File: src/rtl/fpu_unpack_stage_pkg.sv
// rtl/fpu_unpack_stage_pkg.sv - class bit indices, field widths and unpacked operand type
package fpu_unpack_stage_pkg;

    localparam int CLASS_W             = 6;
    localparam int CLASS_BIT_ZERO      = 0;
    localparam int CLASS_BIT_SUBNORMAL = 1;
    localparam int CLASS_BIT_NORMAL    = 2;
    localparam int CLASS_BIT_INF       = 3;
    localparam int CLASS_BIT_SNAN      = 4;
    localparam int CLASS_BIT_QNAN      = 5;

    // Classes whose exponent field is pinned to the reserved value 128
    localparam logic [CLASS_W-1:0] INF_NAN_MASK = 6'b111000;

    localparam int EXP_W    = 10;
    localparam int SIG_W    = 24;
    localparam int EXP_BIAS = 127;

    typedef struct packed {
        logic [31:0]        rs1;
        logic [EXP_W-1:0]   exp;
        logic [SIG_W-1:0]   sig;
        logic [CLASS_W-1:0] cls;
    } unpacked_t;

endpackage

File: src/rtl/fpu_unpack_stage_clz.sv
// rtl/fpu_unpack_stage_clz.sv - count leading zeros, returns W_IN for an all-zero input
module fpu_unpack_stage_clz #(
    parameter int  W_IN  = 32,
    localparam int CNT_W = $clog2(W_IN) + 1
) (
    input  logic [W_IN-1:0]  in_i,
    output logic [CNT_W-1:0] cnt_o
);

    // Scan upward so the highest set bit is the last one to write the count
    always_comb begin
        cnt_o = CNT_W'(W_IN);
        for (int i = 0; i < W_IN; i++) begin
            if (in_i[i]) begin
                cnt_o = CNT_W'(W_IN - 1 - i);
            end
        end
    end

endmodule

File: src/rtl/fpu_unpack_stage.sv
// rtl/fpu_unpack_stage.sv - binary32 operand unpack with registered valid/ready skid stage (FPU_UNPACK_FTZ_EN: flush subnormals to zero)
module fpu_unpack_stage
    import fpu_unpack_stage_pkg::*;
#(
    parameter int TAG_W = 4
) (
    input  logic               clk_i,
    input  logic               rst_i,
    input  logic               flush_i,
    input  logic               in_valid_i,
    output logic               in_ready_o,
    input  logic [31:0]        in_rs1_i,
    input  logic [1:0]         in_instr_i,
    input  logic [2:0]         in_rm_i,
    input  logic [TAG_W-1:0]   in_tag_i,
    output logic               out_valid_o,
    input  logic               out_ready_i,
    output logic [31:0]        out_rs1_o,
    output logic [EXP_W-1:0]   out_exp_o,
    output logic [SIG_W-1:0]   out_sig_o,
    output logic [CLASS_W-1:0] out_class_o,
    output logic [1:0]         out_instr_o,
    output logic [2:0]         out_rm_o,
    output logic [TAG_W-1:0]   out_tag_o
);

    typedef struct packed {
        unpacked_t        op;
        logic [1:0]       instr;
        logic [2:0]       rm;
        logic [TAG_W-1:0] tag;
    } payload_t;

    logic [7:0]  e_w;
    logic [22:0] f_w;
    unpacked_t   unp_w;
    payload_t    in_pl_w;

    payload_t main_q, main_d, skid_q, skid_d;
    logic     main_valid_q, main_valid_d, skid_valid_q, skid_valid_d;

    assign e_w = in_rs1_i[30:23];
    assign f_w = in_rs1_i[22:0];

`ifndef FPU_UNPACK_FTZ_EN
    logic [5:0] lz_w;

    fpu_unpack_stage_clz #(.W_IN(32)) u_clz (
        .in_i  ({f_w, 9'b0}),
        .cnt_o (lz_w)
    );
`endif

    // Field decode; sign stays only in rs1 so consumers see magnitude fields
    always_comb begin
        unp_w     = '0;
        unp_w.rs1 = in_rs1_i;
        if (e_w == 8'hFF) begin
            unp_w.sig = {1'b1, f_w};
            if (f_w == '0) begin
                unp_w.cls[CLASS_BIT_INF] = 1'b1;
            end else if (f_w[22]) begin
                unp_w.cls[CLASS_BIT_QNAN] = 1'b1;
            end else begin
                unp_w.cls[CLASS_BIT_SNAN] = 1'b1;
            end
        end else if (e_w != 8'h00) begin
            unp_w.exp = {2'b00, e_w} - 10'(EXP_BIAS);
            unp_w.sig = {1'b1, f_w};
            unp_w.cls[CLASS_BIT_NORMAL] = 1'b1;
        end else if (f_w == '0) begin
            unp_w.cls[CLASS_BIT_ZERO] = 1'b1;
        end else begin
`ifdef FPU_UNPACK_FTZ_EN
            unp_w.cls[CLASS_BIT_ZERO] = 1'b1;
`else
            // Leading one of F sits at bit 22-lz; shift it up to bit 23
            unp_w.exp = -10'(EXP_BIAS) - {4'b0000, lz_w};
            unp_w.sig = {1'b0, f_w} << (lz_w + 6'd1);
            unp_w.cls[CLASS_BIT_SUBNORMAL] = 1'b1;
`endif
        end
        if (|(unp_w.cls & INF_NAN_MASK)) begin
            unp_w.exp = 10'd128;
        end
    end

    assign in_pl_w = '{op: unp_w, instr: in_instr_i, rm: in_rm_i, tag: in_tag_i};

    // Skid control: main register advances from skid first, then from the input
    always_comb begin
        main_d       = main_q;
        main_valid_d = main_valid_q;
        skid_d       = skid_q;
        skid_valid_d = skid_valid_q;
        if (flush_i) begin
            main_valid_d = 1'b0;
            skid_valid_d = 1'b0;
        end else if (!main_valid_q || out_ready_i) begin
            if (skid_valid_q) begin
                main_d       = skid_q;
                main_valid_d = 1'b1;
                skid_valid_d = 1'b0;
            end else begin
                main_valid_d = in_valid_i;
                if (in_valid_i) begin
                    main_d = in_pl_w;
                end
            end
        end else if (in_valid_i && !skid_valid_q) begin
            skid_d       = in_pl_w;
            skid_valid_d = 1'b1;
        end
    end

    // State registers
    always_ff @(posedge clk_i or posedge rst_i) begin
        if (rst_i) begin
            main_q       <= '0;
            skid_q       <= '0;
            main_valid_q <= 1'b0;
            skid_valid_q <= 1'b0;
        end else begin
            main_q       <= main_d;
            skid_q       <= skid_d;
            main_valid_q <= main_valid_d;
            skid_valid_q <= skid_valid_d;
        end
    end

    assign in_ready_o  = ~skid_valid_q;
    assign out_valid_o = main_valid_q;
    assign out_rs1_o   = main_q.op.rs1;
    assign out_exp_o   = main_q.op.exp;
    assign out_sig_o   = main_q.op.sig;
    assign out_class_o = main_q.op.cls;
    assign out_instr_o = main_q.instr;
    assign out_rm_o    = main_q.rm;
    assign out_tag_o   = main_q.tag;

endmodule

File: config.mk
export PLATFORM = sky130hd
export DESIGN_NAME = fpu_unpack_stage
export DESIGN_NICKNAME = d
export VERILOG_FILES = /design/src/rtl/fpu_unpack_stage_pkg.sv /design/src/rtl/fpu_unpack_stage_clz.sv /design/src/rtl/fpu_unpack_stage.sv
export SDC_FILE = /design/constraint.sdc
export NUM_CORES = 1
export LEC_CHECK = 0
export CAP_MARGIN = 20
export CORE_UTILIZATION = 30
export CTS_CLUSTER_DIAMETER = 60
export CTS_CLUSTER_SIZE = 10
export DETAILED_ROUTE_END_ITERATION = 6
export MAX_ROUTING_LAYER = met4
export PLACE_DENSITY = 0.53
export SLEW_MARGIN = 20
export SYNTH_ARGS = -nofsm -noshare
export SYNTH_HDL_FRONTEND = slang
export SYNTH_SLANG_ARGS = --single-unit
export TNS_END_PERCENT = 1
File: constraint.sdc
create_clock -name clk_i -period 7.6 [get_ports clk_i]
set_input_delay 1.9 -clock clk_i [delete_from_list [all_inputs] [get_ports clk_i]]
set_output_delay 1.9 -clock clk_i [all_outputs]
set_load 0.01 [all_outputs]
After elaboration in Yosys (flattened, before gate mapping)
Index checks and enable logic that the tools add are counted.
W data, S select, Z words.
{ "op_classes": {"add_sub_neg": 3, "n_eq_ne": 1, "shift": 1, "muxes": 45, "bitwise": 3, "reduce_logical": 12} }
{ "ops": {"columns": ["cell", "count"], "rows": [
  ["$mux W81", 2],
  ["$mux W6", 23],
  ["$mux W34", 2],
  ["$mux W24", 1],
  ["$shl A23 B6 Y24", 1],
  ["$logic_not A23 Y1", 1],
  ["$mux W10", 2],
  ["$mux W1", 11],
  ["$sub A8 B7 Y9 const A", 1],
  ["$sub A8 B7 Y9 const B", 1],
  ["$eq A8 B8 Y1 const B", 1],
  ["$reduce_bool A8 Y1", 1],
  ["$add A6 B1 Y6 const B", 1],
  ["$mux W3", 2],
  ["$reduce_and A3 Y1", 2],
  ["$mux W2", 2],
  ["$reduce_bool A2 Y1", 2],
  ["$not A1 Y1", 3],
  ["$reduce_bool A3 Y1", 1],
  ["$reduce_or A3 Y1", 1],
  ["$logic_not A1 Y1", 2],
  ["$logic_and A1 B1 Y1", 1],
  ["$logic_or A1 B1 Y1", 1]
]} }
{ "totals": {"regBits": 164, "input_bits": 46, "out_inout_bits": 83, "word_cells": 81} }

Logic depth before layout (Yosys ltp)
Gate-level depths: netlist of run 1.
{ "depth": {"ltp_word": 31, "depth_mapped": 17, "ltp_nobuf": 13} }

Hierarchy
Synthesis of run 1 repeated with hierarchy kept, for this count alone.
{ "hier_totals": {"cells_unflattened": 911, "hier_area_um2": 8931.1} }
{ "modules_own_cells": {"columns": ["module", "instances", "cells_each", "area_per_inst_um2"], "rows": [
  ["fpu_unpack_stage", 1, 846, 8563.2],
  ["fpu_unpack_stage_clz", 1, 65, 367.9]
]} }

Least setup slack after synthesis of run 1
Ideal clock, no wire load.
{ "synth_path": {"path_type": "input to register", "from": "in in_rs1_i[20]", "to": "reg main_q (netlist bit out_sig_o[7])", "setup_ns": 0.125, "arrival_ns": 5.234, "setup_slack_ns": 2.242, "path_stages": 16, "cell_sequence": "buf_2 nor2b_1 a311o_1 a311o_1 o21ai_1 buf_6 buf_4 ha_1 clkbuf_1 buf_1 mux2i_1 mux2i_1 mux2_2 a22oi_1 o21ai_1 mux2_2"} }
{ "synth_between": {"elab_chain_len": 10, "word_cells_on_any_way": 11, "classes_between": "1 x add/sub; 1 x shift; 8 x mux; 1 x reduce/logical"} }
{ "synth_rtl": {"columns": ["element", "line", "text"], "rows": [
  ["start, declared", "fpu_unpack_stage.sv:12", "input logic [31:0] in_rs1_i,"],
  ["$mux W6 (3 in a row)", "fpu_unpack_stage_clz.sv:14", "if (in_i[i]) begin"],
  ["$add A6 B1 Y6", "fpu_unpack_stage.sv:79", "unp_w.sig = {1'b0, f_w} << (lz_w + 6'd1);"],
  ["$shl A23 B6 Y24", "fpu_unpack_stage.sv:79", null],
  ["$mux W34 (*)", "fpu_unpack_stage.sv:71", "end else if (f_w == '0) begin"],
  ["$mux W34 (*)", "fpu_unpack_stage.sv:67", "end else if (e_w != 8'h00) begin"],
  ["$mux W24 (*)", "fpu_unpack_stage.sv:58", "if (e_w == 8'hFF) begin"],
  ["$mux W81 (*)", "fpu_unpack_stage.sv:106", "if (in_valid_i) begin"],
  ["$mux W81 (*)", "fpu_unpack_stage.sv:100", "if (skid_valid_q) begin"],
  ["end signal, assigned", "fpu_unpack_stage.sv:124", "main_q <= main_d;"],
  ["end, declared", "fpu_unpack_stage.sv:39", "payload_t main_q, main_d, skid_q, skid_d;"]
]} }
Mark *: on every way between the ends. The rest lies on a longest branch, timed or not. The select of a mux whose other input is x is not followed.
A chain may end at the register's enable or synchronous reset.

Worst setup path in the final report of run 1
{ "layout_path": {"from": "in in_rs1_i[19]", "to": "reg main_q (netlist bit out_sig_o[15])"} }
{ "layout_between": {"elab_chain_len": 11, "word_cells_on_any_way": 12, "classes_between": "1 x add/sub; 1 x shift; 9 x mux; 1 x reduce/logical"} }
{ "layout_rtl": {"columns": ["element", "line"], "rows": [
  ["$mux W6 (4 in a row)", "fpu_unpack_stage_clz.sv:14"],
  ["$add A6 B1 Y6", "fpu_unpack_stage.sv:79"],
  ["$shl A23 B6 Y24", "fpu_unpack_stage.sv:79"],
  ["$mux W34 (*)", "fpu_unpack_stage.sv:71"],
  ["$mux W34 (*)", "fpu_unpack_stage.sv:67"],
  ["$mux W24 (*)", "fpu_unpack_stage.sv:58"],
  ["$mux W81 (*)", "fpu_unpack_stage.sv:106"],
  ["$mux W81 (*)", "fpu_unpack_stage.sv:100"]
]} }
Marked as above.

==> reports/metrics.cfg, run 1 <==
[hold_path]
min_from=skid_q[28]
hp-class=reg2reg

[setup_path]
worstPathRequired_ns=7.88
worstSetupStartpoint=in_rs1_i[19]
worstSetupEndpointType=register
path_buf_inv=1
critical_path.max_fanout=34
cp-start-kind=input port
r2r-start=skid_valid_q
crit_path_cell_trace=clkdlybuf4s50_1 > or2_2 > or3_1 > a2111oi_0 > nor2_1 > ha_1 > xnor2_4 > mux2i_1 > mux2_2 > a221oi_1 > o21ai_0
crit_family=compound AO/OA/AOI/OAI gates
cp.arrival_ns=6.45
critPathSlowestCell=xnor2_4
max_stage_delay_ns=0.89
worstSetupPathType=in2reg

[floorplan]
core_area_sq_mm=0.0289
ios=129
start_util_pct=30.7
dieArea_sq_mm=0.0302
fp.dieW_um=174
rows=62
die_h_um=174

[clock_network]
h-tree-depth=4
worstSkewPairLatency_ns=0.43
postCtsSetupRepairBufs=0
cts_hold_buf=0
cts_tree=built
cts_buffers=17
cts-resized-gates=0
clkSinkCount=162
cts_buffer_depth=2
root_buffer=clkbuf_16
clkTransAtPathRegs_ns=0.07

[yosys]
syn_nets=1071
synth.distinct_cells=68
synthMuxAreaShare_pct=10.6
synth_largest_area_cell=dfrtp_1
ys.warnings.count=0
ys.flop_type=dfrtp_1
synth-simple-area-share_pct=18.6
synth-edff-count=0
yosys.area.top_type_share_pct=45.8
synthArstFlopShare_pct=100
syn-instance-count=1020
synthAdderAreaFrac_pct=0.707
synth.area.top_cells=dfrtp_1 46%, nand2_1 10%, mux2i_1 8.8%
avgSynthCellArea_sq_um=8.68
synth_top_family_by_area=simple AND/OR/NAND/NOR gates
ys_seq_elements=162
netlist_area_sq_mm=0.00885
synth_xor_area_share_pct=0.904
synth_compound_area_share_pct=18.2
ys_seq_area_share_pct=45.8

[timing]
hold_viol=0
fin_ws_ns=1.43
period_needed_ns=6.17
clock.fmax_mhz=162
maxSlewHeadroom_pct=27.6
fin_skew_ns=0.00863
rsz0062_at_grt=no
setup-tns-final_ns=0
tightest_slew_ns=1.09
setup_viol=0
fin_crit_sh_pct=81.2
drv_slew=0
fin_hold_ws_ns=0.473

[final_layout]
diodes=0
syn_to_final_growth_pct=23.6
final_util_pct=37.9
final_common_cell=nand2_1
fill_cells=2977
finalNetCount=1147
layout_common_cells=244 x nand2_1, 161 x dfrtp_1, 128 x clkdlybuf4s50_1, 124 x o21ai_0, 78 x mux2i_1
drive_above_1_share_pct=7.03

[placed_design]
io_buffer_count=128
place_ws_ns=1.14
place_hpwl_mm=19.4
place_congestion=0.855

[pwr]
p_leak_uw=0.00472
powerDensity_mw_per_mm2=232
vdd_drop_max_mv=0.132

[grt]
grt_pass1_wl_mm=44.9
grt_max_degree=73
grt_pass1_vias=7461
grt.overflow.total=0
antenna_found_initial=0
grt_util_all_layers_pct=19.8

[routing]
drc=0
wirelength_mm=28.4
detailedRoute.firstIterationViolations=721
post_drt_wl_per_cell_um=19.0
postRouteAntennaNets=0
dr.pass1.iters=5
avgViaCountPerCell=5.14
vias=7672

[job]
maxCapViolCount=0

[run_status]
status=finished clean

==> layer usage <==
metal,wire (um),GRT usage (%),share of wire (%)
met1,13100,25.9,46
met2,13500,31.2,47
met3,1260,3.25,4.4
met4,541,6.14,1.9
met5,0,-,0
==> cell type report <==
class	instances	area (sq um)	area share, %
inverters	17	68.8	0.629
clock inverters	12	124	1.13
multi-input cells	755	4360	39.9
well taps	384	480	4.39
clock buffers	20	457	4.17
flip-flops and latches	162	4060	37.1
repair buffers	143	1390	12.7
==> Yosys cell counts, types with 11 or more instances <==
master	n
nand2_1	246
dfrtp_1	162
o21ai_0	124
mux2i_1	78
clkbuf_1	55
nor2_1	55
a21oi_1	49
inv_1	17
nor3_1	17
a31oi_1	15
mux2_2	12
and3_1	11
==> worst reg2reg max path, delay by kind of cell, from the launching register on <==
family | cells | cell delay [ns]
AO/OA/AOI/OAI | 1 | 0.21
buffers and inverters | 1 | 0.66
AND/OR/NAND/NOR | 4 | 1.09
flip-flops | 1 | 0.69
==> sequential cells by signal, summed over array words and instances (netlist names) <==
| register | cells |
|---|---|
| out_class_o | 6 |
| out_exp_o | 9 |
| out_instr_o | 2 |
| out_rm_o | 3 |
| out_rs1_o | 32 |
| out_sig_o | 24 |
| out_tag_o | 4 |
| out_valid_o | 1 |
| skid_q | 80 |
| skid_valid_q | 1 |
==> report_power, final <==
part	switching [uW]	internal (uW)	leakage, uW
registers	85.7	1020	0.00202
clock network	393	476	0.000271
logic	301	268	0.00243
total	779	1760	0.00472
==> logic make-up after synthesis <==
group | Yosys count
flip-flops | 162
multiplexers | 91
buffers and inverters | 103
adder cells (fa/ha/maj) | 5
XOR/XNOR | 7
AO/OA/AOI/OAI | 269
AND/OR/NAND/NOR | 383
==> stage by stage <==
step                total power, uW  std cells  instance area (sq um)
floorplan                      1430       1020                   8850
global placement               1690       1461                  10400
detailed placement             1700       1461                  10400
CTS                            2570       1493                  10900
global route                   2680       1493                  10900
finish                         2540       1493                  10900
==> final timing paths <==
check / to / slack [ns] / depth (start not counted)
max: out_sig_o[15] / 1.43 / 11
min: skid_q[28] / 0.47 / 2
max reg2reg: out_sig_o[12] / 4.88 / 6
min reg2reg: skid_q[28] / 0.47 / 2
max in group asynchronous: out_rs1_o[16] / 4.52 / 3
min in group asynchronous: out_exp_o[8] / 1.96 / 2
No activity file was read; power rests on OpenSTA's default activity.
==> inputs of run 2 (changes only) <==
- clock period: 7.6 -> 6.2 ns (I/O delays scaled with it)
==> run 2 against run 1 <==
  * Design area rose by 1.4%
  * Clock power increased by 25%
  * Critical path depth increased by 2
  * Non-clock buffer count is 12 higher
  * Critical endpoint unchanged
  * Sequential power grew 23%
  * Critical path type unchanged
==> reports/metrics.cfg, run 2 (synthesized netlist as in run 1, its figures left out) <==
[grt]
grt_util_all_layers_pct=20.1  ; +0.30 points
grt.overflow.total=0  ; unchanged
grt_pass1_vias=7547  ; +1.2%
antenna_found_initial=0  ; unchanged
grt_max_degree=98  ; +34%
grt_pass1_wl_mm=45.2  ; +0.68%

[setup_path]
cp-start-kind=input port
cp.arrival_ns=5.52  ; -0.93 ns
path_buf_inv=2  ; +1
worstSetupPathType=in2reg
crit_path_cell_trace=clkdlybuf4s50_1 > nor2_1 > a211oi_1 > o31ai_1 > a2111oi_0 > nor2_1 > ha_1 > buf_12 > mux2i_1 > mux2i_1 > mux2_2 > a221oi_1 > o21ai_0
critical_path.max_fanout=32  ; -5.9%
critPathSlowestCell=clkdlybuf4s50_1
worstSetupStartpoint=in_rs1_i[1]
crit_family=compound AO/OA/AOI/OAI gates
worstPathRequired_ns=6.48  ; -1.40 ns
worstSetupEndpointType=register
max_stage_delay_ns=0.67  ; -0.22 ns
r2r-start=skid_valid_q

[floorplan]
dieArea_sq_mm=0.0302  ; unchanged
die_h_um=174  ; unchanged
start_util_pct=30.7  ; unchanged
rows=62  ; unchanged
ios=129  ; unchanged
fp.dieW_um=174  ; unchanged
core_area_sq_mm=0.0289  ; unchanged

[final_layout]
largest_reg_flops=80  ; unchanged
seq_area_sq_mm=0.00406  ; unchanged
top_register=skid_q
diodes=0  ; unchanged
drive_above_1_share_pct=8.12  ; +1.1 points
multiInputGateArea_sq_mm=0.00436  ; unchanged
final_common_cell=nand2_1
fill_cells=2973  ; -0.13%
finalNetCount=1159  ; +1.0%
syn_to_final_growth_pct=25.3
stdcell_count=1505  ; +0.80%
layout_common_cells=244 x nand2_1, 161 x dfrtp_1, 128 x clkdlybuf4s50_1, 124 x o21ai_0, 78 x mux2i_1

[clock_network]
postCtsSetupRepairBufs=0  ; unchanged
root_buffer=clkbuf_16
cts_buffer_depth=2  ; unchanged
worstSkewPairLatency_ns=0.43  ; about the same
cts_tree=built
cts_buffers=17  ; unchanged
cts-resized-gates=0  ; unchanged
h-tree-depth=4  ; unchanged
clkSinkCount=162  ; unchanged
clkTransAtPathRegs_ns=0.07  ; about the same
cts_hold_buf=0  ; unchanged

[timing]
period_needed_ns=5.23
setup_viol=0  ; unchanged
tightest_slew_ns=0.982  ; -0.105 ns
hold_viol=0  ; unchanged
fin_hold_ws_ns=0.471  ; -0.00212 ns
drv_slew=0  ; unchanged
maxSlewHeadroom_pct=34.5  ; +7.0 points
clock.fmax_mhz=191
rsz0062_at_grt=no
fin_crit_sh_pct=84.4
setup-tns-final_ns=0  ; unchanged
fin_skew_ns=0.0115  ; +0.00291 ns
fin_ws_ns=0.966  ; -0.464 ns

[run_status]
status=finished clean

[routing]
vias=7745  ; +0.95%
post_drt_wl_per_cell_um=19.1  ; +0.43%
postRouteAntennaNets=0  ; unchanged
wirelength_mm=28.7  ; +1.2%
avgViaCountPerCell=5.15  ; +0.15%
dr.pass1.iters=5  ; unchanged
detailedRoute.firstIterationViolations=503  ; -30%
drc=0  ; unchanged

[placed_design]
place_hpwl_mm=19.7  ; +1.5%
dp_cells=1473  ; +0.82%
io_buffer_count=128  ; unchanged
place_ws_ns=0.563  ; -0.582 ns
place_congestion=0.899  ; +5.2%

[pwr]
p_leak_uw=0.00481  ; +1.8%
vdd_drop_max_mv=0.179  ; +36%
powerDensity_mw_per_mm2=285  ; +23%

[job]
maxCapViolCount=0  ; unchanged

[hold_path]
min_from=skid_q[43]
hp-class=reg2reg

## run 2: layout make-up
class	count	share of cell area, %
clock buffers	19	4.08
clock inverters	13	1.34
inverters	17	0.620
multi-input cells	755	39.3
flip-flops and latches	162	36.6
well taps	384	4.33
repair buffers	155	13.7
## run 2: path summary, 6_finish.rpt
kind | slack, ns | endpoint | depth (start not counted)
max | 0.97 | out_sig_o[15] | 13
max reg2reg | 3.63 | out_rs1_o[23] | 5
min | 0.47 | skid_q[43] | 2
max in group asynchronous | 3.58 | out_rs1_o[18] | 3
min reg2reg | 0.47 | skid_q[43] | 2
min in group asynchronous | 1.63 | out_exp_o[0] | 2
## run 2: worst register-to-register path: cells and delay by family (launching register included)
kind | cells | cell delay, ns
buffers and inverters | 1 | 0.57
AND/OR/NAND/NOR | 3 | 1.05
flip-flops | 1 | 0.66
AO/OA/AOI/OAI | 1 | 0.16
## run 2: metrics by stage
step / utilization, % / total power (uW) / area [sq um]
floorplan: - / 1750 / 8850
global placement: 36.4 / 2090 / 10500
detailed placement: 36.4 / 2090 / 10500
CTS: 38.4 / 3200 / 11100
global route: 38.4 / 3340 / 11100
finish: 38.4 / 3160 / 11100
## run 2: layer usage
metal	track usage [%]	vias up	share of wire, %
met2	32.2	199	48
li1	-	3723	-
met4	7.16	0	2.7
met3	2.85	44	3.2
met5	-	-	0
met1	25.8	3779	46
## run 2: power by group
group	internal, uW	switching, uW
Combinational	340	371
Sequential	1250	107
Clock	621	473
==> inputs of run 3 (changes only) <==
- clock period: 6.2 -> 5.1 ns (I/O delays scaled with it)
==> run 3 against run 2 <==
  * Flip-flop and latch count unchanged
  * Combinational power increased by 26%
  * Routed wire length shrank 1.3%
  * Clock skew shrank 0.0026 ns
  * Final cell count rose by 2.7%
  * Sequential power is 21% higher
  * Clock-buffer cell count down 1
  * Critical path depth unchanged
  * Hold slack lost 0.0026 ns
  * Sequential share of layout area fell by 0.80 points
  * Register-to-register slack worse by 1.1 ns
  * Clock power increased by 10%
  * Largest power group unchanged
==> reports/metrics.cfg, run 3 (synthesized netlist as in run 1, its figures left out) <==
[pwr]
powerDensity_mw_per_mm2=330  ; +16%
vdd_drop_max_mv=0.217  ; +21%
p_leak_uw=0.00497  ; +3.3%

[routing]
vias=7752  ; +0.090%
dr.pass1.iters=5  ; unchanged
drt-met1-wl_mm=13.2  ; -1.2%
wirelength_mm=28.3  ; -1.3%
highest_layer=met4
postRouteAntennaNets=0  ; unchanged
avgViaCountPerCell=5.01  ; -2.6%
met2_length_mm=13.6  ; -0.95%
post_drt_wl_per_cell_um=18.3  ; -3.9%
drc=0  ; unchanged
detailedRoute.firstIterationViolations=531  ; +5.6%
met3_length_mm=1.12  ; +21%

[grt]
grt_pass1_vias=7813  ; +3.5%
grt.overflow.total=0  ; unchanged
grt_util_all_layers_pct=20.1  ; about the same
antenna_found_initial=0  ; unchanged
grt_pass1_wl_mm=46.0  ; +1.6%
grt_max_degree=90  ; -8.2%

[floorplan]
core_area_sq_mm=0.0289  ; unchanged
start_util_pct=30.7  ; unchanged
dieArea_sq_mm=0.0302  ; unchanged
die_h_um=174  ; unchanged
ios=129  ; unchanged
fp.dieW_um=174  ; unchanged
rows=62  ; unchanged

[setup_path]
critPathSlowestCell=clkdlybuf4s50_1
worstPathRequired_ns=5.37  ; -1.11 ns
crit_family=compound AO/OA/AOI/OAI gates
worstSetupEndpointType=register
path_common_cell=mux2i_1
crit_path_cell_trace=clkdlybuf4s50_1 > or2_2 > or3_1 > a2111oi_0 > nor2_1 > ha_1 > buf_4 > mux2i_1 > mux2i_1 > mux2_2 > o21a_1 > a22oi_1 > o21ai_0
worstSetupPathType=in2reg
max_stage_delay_ns=0.51  ; -0.16 ns
cp-start-kind=input port
critical_path.max_fanout=5  ; -84%
path_buf_inv=2  ; unchanged
cp.arrival_ns=5.07  ; -0.45 ns

[final_layout]
drive_above_1_share_pct=11.3  ; +3.2 points
final_util_pct=39.3  ; +0.86 points
syn_to_final_growth_pct=28.1
layout_common_cells=244 x nand2_1, 161 x dfrtp_1, 128 x clkdlybuf4s50_1, 124 x o21ai_0, 78 x mux2i_1
multiInputGateArea_sq_mm=0.00436  ; unchanged
seq_area_sq_mm=0.00406  ; unchanged
final_common_cell=nand2_1
stdcell_count=1546  ; +2.7%
finalNetCount=1201  ; +3.6%
fill_cells=2986  ; +0.44%
diodes=0  ; unchanged
top_register=skid_q
largest_reg_flops=80  ; unchanged

[timing]
maxSlewHeadroom_pct=34.0  ; -0.55 points
hold_viol=0  ; unchanged
setup_viol=0  ; unchanged
fin_crit_sh_pct=94.1
rsz0062_at_grt=no
period_needed_ns=4.80
fin_hold_ws_ns=0.468  ; -0.00261 ns
drv_slew=0  ; unchanged
fin_skew_ns=0.00895  ; -0.00259 ns
setup-tns-final_ns=0  ; unchanged
clock.fmax_mhz=208
fin_ws_ns=0.302  ; -0.664 ns
tightest_slew_ns=0.990  ; +0.00826 ns

[placed_design]
dp_cells=1515  ; +2.9%
place_congestion=0.850  ; -5.4%
place_hpwl_mm=20.4  ; +3.6%
place_ws_ns=-0.0807  ; -0.643 ns
io_buffer_count=128  ; unchanged

[clock_network]
postCtsSetupRepairBufs=0  ; unchanged
cts_hold_buf=0  ; unchanged
cts-resized-gates=0  ; unchanged
clkTransAtPathRegs_ns=0.07  ; about the same
clkSinkCount=162  ; unchanged
worstSkewPairLatency_ns=0.43  ; about the same
cts_buffers=17  ; unchanged
cts_buffer_depth=2  ; unchanged
cts_tree=built
root_buffer=clkbuf_16
h-tree-depth=4  ; unchanged

[hold_path]
hp-class=reg2reg

[run_status]
status=finished clean

[job]
maxCapViolCount=0  ; unchanged

run 3: changes by cell type in the layout (fill, tap and decap cells not counted), sizes merged:
cell / change
buf: +42
clkinvlp: +3
clkbuf: -1
bufinv: -2
clkinv: -1
run 3: final timing paths:
check	start	end	slack, ns	cells past startpoint
setup reg to reg	skid_valid_q	out_sig_o[11]	2.53	5
setup / recovery	in_rs1_i[19]	skid_q[28]	0.30	13
min in group asynchronous	rst_i	out_sig_o[0]	1.33	3
max in group asynchronous	rst_i	skid_valid_q	2.82	3
hold reg to reg	skid_q[16]	skid_q[16]	0.47	2
hold / removal	skid_q[16]	skid_q[16]	0.47	2
run 3: report_power, final:
part	internal [uW]	leakage [uW]	switching [uW]	total, uW
Sequential	1520	0.00202	126	1650
Clock	629	0.000247	572	1200
Combinational	438	0.00270	458	896
run 3: layout make-up:
class,instances,area share [%]
multi-input combinational,755,38.5
sequential,162,35.8
timing repair buffer,197,16.2
tap,384,4.24
clock buffer,18,3.78
clock inverter,13,0.938
inverter,17,0.596
run 3: worst register-to-register path, stage by stage, from the launching register on:
cell and delay (ns):
dfrtp_4 0.71, nor2_1 0.15, nor2_1 0.22, and2_0 0.65, nand2_1 0.40, o31a_1 0.34
run 3: per-layer routing:
metal	track usage, %	up-vias
met5	-	-
met4	5.63	0
met3	3.18	30
met2	31.9	180
met1	26.5	3744
li1	-	3798
run 3: metrics by stage:
step	area [sq um]	total power (uW)
3_5_place_dp	10800	2580
3_3_place_gp	10800	2560
4_1_cts	11300	3800
2_1_floorplan	8860	2130
5_1_grt	11300	3970
6_report	11300	3740
